`src/rtl/fft_frame_sequencer.sv`:
```
`default_nettype none
// ============================================================================
// Module   : fft_frame_sequencer
// Purpose  : Frame-level controller for the axi_fft datapath. A host start
//            runs one complete FFT frame: launch the input loader, wait for
//            the core to start streaming, supervise output capture through
//            the receiving flag, then report completion. Also provides the
//            output-buffer read lock, an NFFT length check, a watchdog and a
//            completed-frame counter.
// Revision : 1.0 - initial release
// ----------------------------------------------------------------------------
// Ports:
//   clk            in   1      clock
//   resetn         in   1      synchronous active-low reset
//   start          in   1      one-cycle start pulse (accepted in IDLE only)
//   abort          in   1      one-cycle abort pulse (ignored in IDLE)
//   ack            in   1      host acknowledge, clears done
//   timeout_cycles in   32     watchdog limit in cycles, 0 disables it
//   in_load_start  out  1      one-cycle pulse launching the input loader
//   in_load_done   in   1      input loader finished pushing NFFT samples
//   out_receiving  in   1      receiving flag from the output capture block
//   busy           out  1      high in every state except IDLE
//   buf_lock       out  1      high in WAIT_OUT and CAPTURE
//   done           out  1      sticky frame-complete flag
//   irq            out  1      one-cycle pulse on completion or error
//   err_timeout    out  1      sticky watchdog-expired flag
//   err_len        out  1      sticky capture-length-mismatch flag
//   frame_count    out  CNT_W  completed frames, wraps
// ============================================================================
module fft_frame_sequencer #(
  parameter int NFFT  = 8,
  parameter int CNT_W = 16
) (
  input  logic             clk,
  input  logic             resetn,
  input  logic             start,
  input  logic             abort,
  input  logic             ack,
  input  logic [31:0]      timeout_cycles,
  output logic             in_load_start,
  input  logic             in_load_done,
  input  logic             out_receiving,
  output logic             busy,
  output logic             buf_lock,
  output logic             done,
  output logic             irq,
  output logic             err_timeout,
  output logic             err_len,
  output logic [CNT_W-1:0] frame_count
);

  // Two spare bits above clog2(NFFT) let over-long captures be told apart
  // from exact ones before the counter saturates.
  localparam int LEN_W = $clog2(NFFT) + 2;

  localparam logic [LEN_W-1:0] c_len_max  = '1;
  localparam logic [LEN_W-1:0] c_len_nfft = LEN_W'(NFFT);

  localparam logic [2:0] c_idle     = 3'd0;
  localparam logic [2:0] c_load     = 3'd1;
  localparam logic [2:0] c_wait_out = 3'd2;
  localparam logic [2:0] c_capture  = 3'd3;
  localparam logic [2:0] c_done     = 3'd4;
  localparam logic [2:0] c_error    = 3'd5;

  logic [2:0]       r_state;
  logic [2:0]       w_next;
  logic             r_rx_prev;
  logic [LEN_W-1:0] r_len;
  logic [31:0]      r_wd;

  logic w_accept;
  logic w_abort;
  logic w_wd_hit;
  logic w_rise;
  logic w_fall;
  logic w_done_set;
  logic w_err_set;

  // A new frame is only accepted from IDLE; abort only matters outside it.
  assign w_accept = (r_state == c_idle) && start;
  assign w_abort  = (r_state != c_idle) && abort;

  // Watchdog expiry; only consulted in the supervised states.
  assign w_wd_hit = (timeout_cycles != 32'd0) &&
                    (r_wd == (timeout_cycles - 32'd1));

  // WAIT_OUT is left on the first cycle receiving is seen high, so any high
  // sample there is either a true 0->1 transition or a level that was
  // already high on entry; both count as the start of capture.
  assign w_rise = out_receiving;

  // In CAPTURE the previous sample is always high, so this is the 1->0 edge.
  assign w_fall = r_rx_prev && !out_receiving;

  // DONE/ERROR side effects are suppressed when abort lands in that cycle.
  assign w_done_set = (r_state == c_done)  && !abort;
  assign w_err_set  = (r_state == c_error) && !abort;

  // --------------------------------------------------------------------------
  // Next-state logic. Watchdog expiry takes precedence over the normal exit
  // of a state, and abort overrides everything.
  // --------------------------------------------------------------------------
  always_comb begin
    w_next = r_state;
    case (r_state)
      c_idle: begin
        if (start) w_next = c_load;
      end
      c_load: begin
        if (w_wd_hit)          w_next = c_error;
        else if (in_load_done) w_next = c_wait_out;
      end
      c_wait_out: begin
        if (w_wd_hit)    w_next = c_error;
        else if (w_rise) w_next = c_capture;
      end
      c_capture: begin
        if (w_wd_hit)    w_next = c_error;
        else if (w_fall) w_next = c_done;
      end
      c_done:  w_next = c_idle;
      c_error: w_next = c_idle;
      default: w_next = c_idle;
    endcase
    if (w_abort) w_next = c_idle;
  end

  // --------------------------------------------------------------------------
  // State, watchdog and capture-length bookkeeping.
  // --------------------------------------------------------------------------
  always_ff @(posedge clk) begin
    if (!resetn) begin
      r_state   <= c_idle;
      r_rx_prev <= 1'b0;
      r_len     <= '0;
      r_wd      <= 32'd0;
    end else begin
      r_state   <= w_next;
      r_rx_prev <= out_receiving;

      // Watchdog restarts on every state change so the limit applies to
      // each supervised phase individually.
      if (w_next != r_state) begin
        r_wd <= 32'd0;
      end else if ((r_state == c_load) || (r_state == c_wait_out) ||
                   (r_state == c_capture)) begin
        r_wd <= r_wd + 32'd1;
      end else begin
        r_wd <= 32'd0;
      end

      // The rise cycle itself is the first counted receiving cycle.
      if ((r_state == c_wait_out) && (w_next == c_capture)) begin
        r_len <= {{(LEN_W-1){1'b0}}, 1'b1};
      end else if ((r_state == c_capture) && out_receiving &&
                   (r_len != c_len_max)) begin
        r_len <= r_len + {{(LEN_W-1){1'b0}}, 1'b1};
      end
    end
  end

  // --------------------------------------------------------------------------
  // Host-visible flags, pulses and frame counter.
  // --------------------------------------------------------------------------
  always_ff @(posedge clk) begin
    if (!resetn) begin
      in_load_start <= 1'b0;
      done          <= 1'b0;
      irq           <= 1'b0;
      err_timeout   <= 1'b0;
      err_len       <= 1'b0;
      frame_count   <= '0;
    end else begin
      // Lands in the first LOAD cycle.
      in_load_start <= w_accept;
      irq           <= w_done_set || w_err_set;

      // Setting done beats a simultaneous ack.
      if (w_done_set) begin
        done <= 1'b1;
      end else if (ack || w_accept) begin
        done <= 1'b0;
      end

      if (w_accept) begin
        err_timeout <= 1'b0;
      end else if (w_err_set) begin
        err_timeout <= 1'b1;
      end

      if (w_accept) begin
        err_len <= 1'b0;
      end else if (w_done_set && (r_len != c_len_nfft)) begin
        err_len <= 1'b1;
      end

      if (w_done_set) begin
        frame_count <= frame_count + {{(CNT_W-1){1'b0}}, 1'b1};
      end
    end
  end

  assign busy     = (r_state != c_idle);
  assign buf_lock = (r_state == c_wait_out) || (r_state == c_capture);

endmodule
`default_nettype wire
```
`config.mk`:
```
export PLATFORM = sky130hd
export DESIGN_NAME = fft_frame_sequencer
export DESIGN_NICKNAME = d
export VERILOG_FILES = /design/src/rtl/fft_frame_sequencer.sv
export SDC_FILE = /design/constraint.sdc
export NUM_CORES = 1
export LEC_CHECK = 0
export BUFFER_PORTS_ARGS = -buffer_cell sky130_fd_sc_hd__buf_4
export CORE_MARGIN = 5
export CORE_UTILIZATION = 27
export CTS_BUF_LIST = sky130_fd_sc_hd__clkbuf_16
export CTS_CLUSTER_DIAMETER = 200
export DETAILED_ROUTE_END_ITERATION = 16
export PLACE_DENSITY = 0.52
export RECOVER_POWER = 100
export SKIP_CTS_REPAIR_TIMING = 1
export SLEW_MARGIN = 20
export SYNTH_ARGS = -nofsm -noshare
export SYNTH_HDL_FRONTEND = slang
export SYNTH_SLANG_ARGS = --single-unit
```
`constraint.sdc`:
```
create_clock -name clk -period 4.4 [get_ports clk]
set_input_delay 0.88 -clock clk [delete_from_list [all_inputs] [get_ports clk]]
set_output_delay 0.88 -clock clk [all_outputs]
set_load 0.03 [all_outputs]
```
==> flow_summary.yaml, run 1 <==
logic_synthesis:
  yosysSeqAreaShare_pct: 29.3
  synth.area.top_cells: "dfxtp_1 (29%), xnor2_1 (8.5%), xor2_1 (7.7%), a211oi_1 (5.5%), nand4_1 (3.3%)"
  yosysWarningCount: 0
  synth_fp_nets: 570
  synth_top_area_share_pct: 29.3
  async_flop_share_pct: 0
  syn_inst: 525
  yosys_register_bits: 62
  synth_edf_count: 0
  synth_flop_cell: "dfxtp_1"
  synth_cell_types: 62
  avgSynthCellArea_um2: 8.06
  yosysTopAreaCell: "dfxtp_1"
  synth.cell_area_mm2: 0.00423
outcome:
  outcome: "finished clean"
critical_path:
  critPathBufInv: 4
  slowest_delay_ns: 0.57
  cp-end-kind: "flop"
  reg2reg_from: "r_state[1]"
  cpMostUsedCell: "clkbuf_1"
  critPathSlowestCell: "or4_1"
  cp.required_ns: 4.65
  crit_chain: "clkbuf_1 > inv_1 > ha_1 > nor2b_1 > nand4_1 > clkbuf_1 > or4_1 > a22o_1 > nor4_1 > and4b_1 > buf_12 > o21ai_1 > a21oi_1"
  arrival_ns: 4.05
  cpLargestDelayFamily: "simple AND/OR/NAND/NOR gates"
  critical_path.max_fanout: 25
  path_class: "input port to flop"
  worstSetupStartpointType: "input port"
  crit_path_start: "timeout_cycles[0]"
pwr:
  pwr-share-clk_pct: 49.3
  power.switching_mw: 0.365
  internal_power_mw: 1.00
  powerDensity_mw_per_mm2: 271
  seqPwrFrac_pct: 41.5
  p_comb_share_pct: 9.2
  leakagePower_nw: 1.68
  peakVddDrop_v: 0.000223
  switching_share_pct: 26.7
timing:
  finalSetupTns_ns: 0
  clock_skew_ns: 0.0109
  setup_ws_ns: 0.606
  max_slew_margin_pct: 35.2
  fmax_ghz: 0.264
  period_needed_ns: 3.79
  hold_viol: 0
  worstMarginPinSlew_ns: 0.972
  rsz0062_at_grt: "no"
  setup_viol: 0
  drv_slew: 0
  min_period_over_period_pct: 86.2
finish:
  mostFrequentLayoutCells: "dfxtp_1 (62), buf_4 (43), xnor2_1 (41)"
  diodes: 0
  final_common_cell: "dfxtp_1"
  finalNonFillerCells: 790
  drive_above_1_share_pct: 11.7
  fin_util_pct: 33.2
  stdcell_area_mm2: 0.00506
  nNetsFinal: 619
  syn_to_final_growth_pct: 19.7
detailed_routing:
  detail_route.wl_per_cell_um: 15.1
  dr.pass1.iters: 5
  ant_nets: 0
  viasPerCell: 5.05
  drc_errors: 0
  wl_met2_mm: 5.04
  vias: 3989
  wirelength_mm: 12.0
  wl_met1_mm: 6.19
  top_layer: "met4"
  wl_met3_um: 625
  drtIter0Drc: 266
clock_tree:
  cts_sinks: 62
  cts-root-buf: "clkbuf_16"
  numCtsBuffers: 9
  clock_latency_ns: 0.33
  cts_tree: "done"
  clkTransAtPathRegs_ns: 0.06
  h-tree-depth: 3
  clockBufferDepth: 2
placed_design:
  gp_congestion: 0.832
  place_inst: 774
  place_area_mm2: 0.00489
  dp_worst_setup_slack_ns: 0.493
  port_buffers: 61
  dp_hpwl_mm: 9.02
min_path:
  hold_class: "flop to flop"
  hold_start: "err_timeout"
job:
  drv_cap: 0
floorplan:
  core_mm2: 0.0153
  die_w_um: 135
  ioPinCount: 62
  start_util_pct: 27.7
  dieArea_mm2: 0.0183
  die_y_um: 135
  rows: 45
global_route:
  antenna_found_initial: 0
  grt_pass1_vias: 3685
  gr-usage-all-layers_pct: 13.0
  grt_start_max_net_pins: 28
  grt_overflow: 0
  grt_pass1_wl_mm: 19.3
==> registers in the layout (all words and copies together), names as in the netlist <==
signal and cells:
r_rx_prev 1, r_len 5, err_timeout 1, done 1, frame_count 16, in_load_start 1, irq 1, err_len 1
r_state 3, r_wd 32
==> power groups by stage <==
| stage | combinational [mW] | clock (mW) | sequential (mW) |
|---|---|---|---|
| 4_1_cts | 0.129 | 0.695 | 0.569 |
| 6_report | 0.126 | 0.675 | 0.569 |
| 3_3_place_gp | 0.126 | 0 | 0.581 |
| 5_1_grt | 0.139 | 0.719 | 0.570 |
| 2_1_floorplan | 0.0678 | 0 | 0.578 |
| 3_5_place_dp | 0.128 | 0 | 0.582 |
==> cell type report <==
cell class                      count  area (um2)
Clock buffer                        9         225
Clock inverter                      7        56.3
Fill cell                        1635       10200
Inverter                           12        45.0
Multi-Input combinational cell    419        2790
Sequential cell                    62        1240
Tap cell                          211         264
Timing Repair Buffer               70         440
==> worst reg2reg max path, stage by stage (launching register included) <==
cell       delay [ns]
dfxtp_1          0.83
nor2_1           0.08
a22o_1           0.22
a31oi_1          0.26
o2111ai_1        0.14
o31a_1           0.29
or3_1            0.79
a211oi_1         0.37
==> cell usage after synthesis, drive strengths merged, types with 5 or more instances <==
cell type and instances:
nand2 35, ha 6, xor2 37, nand3b 9, and2 19, or3 17
clkbuf 27, nor2 31, or4 6, a21boi 5, or2 6, nand2b 5
buf 5, inv 12, nor4 11, dfxtp 62, nor2b 9, xnor2 41
and3 11, o21ai 16, nand4 22, nor3 16, nand3 23, a211oi 31
a21oi 13
==> logic make-up (layout without fill, tap and decap cells) <==
kind of cell	after synthesis	after routing	share of synthesized area (%)
AND/OR/NAND/NOR	237	237	31.7
AO/OA/AOI/OAI	96	96	16.2
XOR/XNOR	78	78	16.2
flip-flops	62	62	29.3
buffers and inverters	44	98	4.38
adder cells (fa/ha/maj)	6	6	1.78
multiplexers	2	2	0.473
==> through the flow <==
step | total power [mW] | hold WS, ns
floorplan | 0.646 | 0.449
global placement | 0.708 | 0.469
detailed placement | 0.710 | 0.473
CTS | 1.39 | 0.482
global route | 1.43 | 0.512
finish | 1.37 | 0.483
==> final timing paths <==
check	endpoint	slack, ns	depth (start not counted)
worst min register to register	err_timeout	0.48	2
worst max register to register	r_wd[19]	1.33	7
worst min-delay path	err_timeout	0.48	2
worst max-delay path	r_len[1]	0.61	13
==> routing by layer <==
| layer | track usage, % | vias to the layer above |
|---|---|---|
| li1 | - | 2015 |
| met1 | 19.0 | 1880 |
| met2 | 19.2 | 87 |
| met3 | 3.23 | 7 |
| met4 | 3.02 | 0 |
| met5 | 0 | - |
Power figures use the tool's default switching activity.
==> run 2, diff against run 1 <==
Settings changed: PLACE_DENSITY 0.52 to default, PLACE_DENSITY_LB_ADDON from default to 0.15.
==> flow_summary.yaml, run 2 (synthesis gave the netlist of run 1 again) <==
outcome:
  outcome: "finished clean"
timing:
  min_period_over_period_pct: 86.9
  drv_slew: 0
  clock_skew_ns: 0.0133
  max_slew_margin_pct: 35.4
  setup_ws_ns: 0.575
  fmax_ghz: 0.261
  setup_viol: 0
  finalSetupTns_ns: 0
  hold_viol: 0
  period_needed_ns: 3.83
  worstMarginPinSlew_ns: 0.970
  hold_ws_ns: 0.479
  rsz0062_at_grt: "no"
placed_design:
  port_buffers: 61
  dp_hpwl_mm: 9.19
  dp_worst_setup_slack_ns: 0.434
  gp_congestion: 0.823
floorplan:
  dieArea_mm2: 0.0183
  core_mm2: 0.0153
  die_w_um: 135
  ioPinCount: 62
  start_util_pct: 27.7
  die_y_um: 135
  rows: 45
finish:
  reg_top3: "r_wd: 32 flops, frame_count: 16 flops, r_len: 5 flops"
  mostFrequentLayoutCells: "dfxtp_1 (62), buf_4 (44), xnor2_1 (41)"
  diodes: 0
  largest_reg_flops: 32
  final_common_cell: "dfxtp_1"
  fin_util_pct: 33.2
  drive_above_1_share_pct: 11.4
  regMostFlops: "r_wd"
  syn_to_final_growth_pct: 19.8
  nNetsFinal: 620
clock_tree:
  cts_sinks: 62
  clockBufferDepth: 2
  cts_tree: "done"
  clkTransAtPathRegs_ns: 0.05
  numCtsBuffers: 9
  h-tree-depth: 3
  cts-root-buf: "clkbuf_16"
  clock_latency_ns: 0.33
detailed_routing:
  drtIter0Drc: 232
  detail_route.wl_per_cell_um: 15.4
  vias: 3951
  ant_nets: 0
  viasPerCell: 4.99
  wirelength_mm: 12.2
  drc_errors: 0
  dr.pass1.iters: 4
min_path:
  hold_class: "flop to flop"
critical_path:
  arrival_ns: 4.06
  critical_path.max_fanout: 22
  cp-end-kind: "flop"
  worstSetupStartpointType: "input port"
  cp.required_ns: 4.64
  path_class: "input port to flop"
global_route:
  antenna_found_initial: 0
  grt_pass1_wl_mm: 19.8
  grt_start_max_net_pins: 28
  gr-usage-all-layers_pct: 13.4
  grt_overflow: 0
  grt_pass1_vias: 3729
pwr:
  peakVddDrop_v: 0.000150
  powerDensity_mw_per_mm2: 271
  leakagePower_nw: 1.70
job:
  drv_cap: 0
[run 2: final cells by class]
class                           count  area, um2
Timing Repair Buffer               71        432
Clock inverter                      7       57.6
Inverter                           12       45.0
Tap cell                          211        264
Clock buffer                        9        225
Multi-Input combinational cell    419       2800
Sequential cell                    62       1240
Fill cell                        1631      10200
[run 2: metrics by stage]
| step | instance area (um2) | instances | power [mW] |
|---|---|---|---|
| 3_5_place_dp | 4890 | 775 | 0.711 |
| 6_report | 5070 | 791 | 1.37 |
| 3_3_place_gp | 4890 | 775 | 0.711 |
| 2_1_floorplan | 4230 | 525 | 0.646 |
| 4_1_cts | 5170 | 791 | 1.40 |
| 5_1_grt | 5070 | 791 | 1.43 |
[run 2: critical path, stage by stage]
cell	delay [ns]
clkbuf_1	0.13
inv_1	0.08
ha_1	0.34
nor2b_1	0.32
nand4_1	0.29
or4_1	0.58
a222oi_1	0.32
o211a_1	0.20
and4b_1	0.21
buf_4	0.27
o21ai_0	0.22
a21oi_1	0.21
[run 2: path summary, 6_finish.rpt]
kind | start | end | slack (ns) | cells after the start
max | timeout_cycles[0] | r_len[1] | 0.57 | 12
min reg2reg | r_len[4] | r_len[4] | 0.48 | 2
max reg2reg | r_state[1] | r_wd[12] | 1.18 | 8
min | r_len[4] | r_len[4] | 0.48 | 2
[run 2: routing by layer]
metal  vias to the layer above  share of wire [%]  track usage (%)
met5                         -                  0                0
met1                      1853                 50             18.4
met3                         7                4.5             3.16
li1                       2005                  -                -
met2                        86                 45             21.2
met4                         0               0.78             3.42
[run 2: report_power, final]
group	leakage (nW)	internal [mW]	switching, mW
clock	0.143	0.429	0.247
combinational	1.06	0.0541	0.0746
sequential	0.500	0.564	0.00360
total	1.70	1.05	0.325
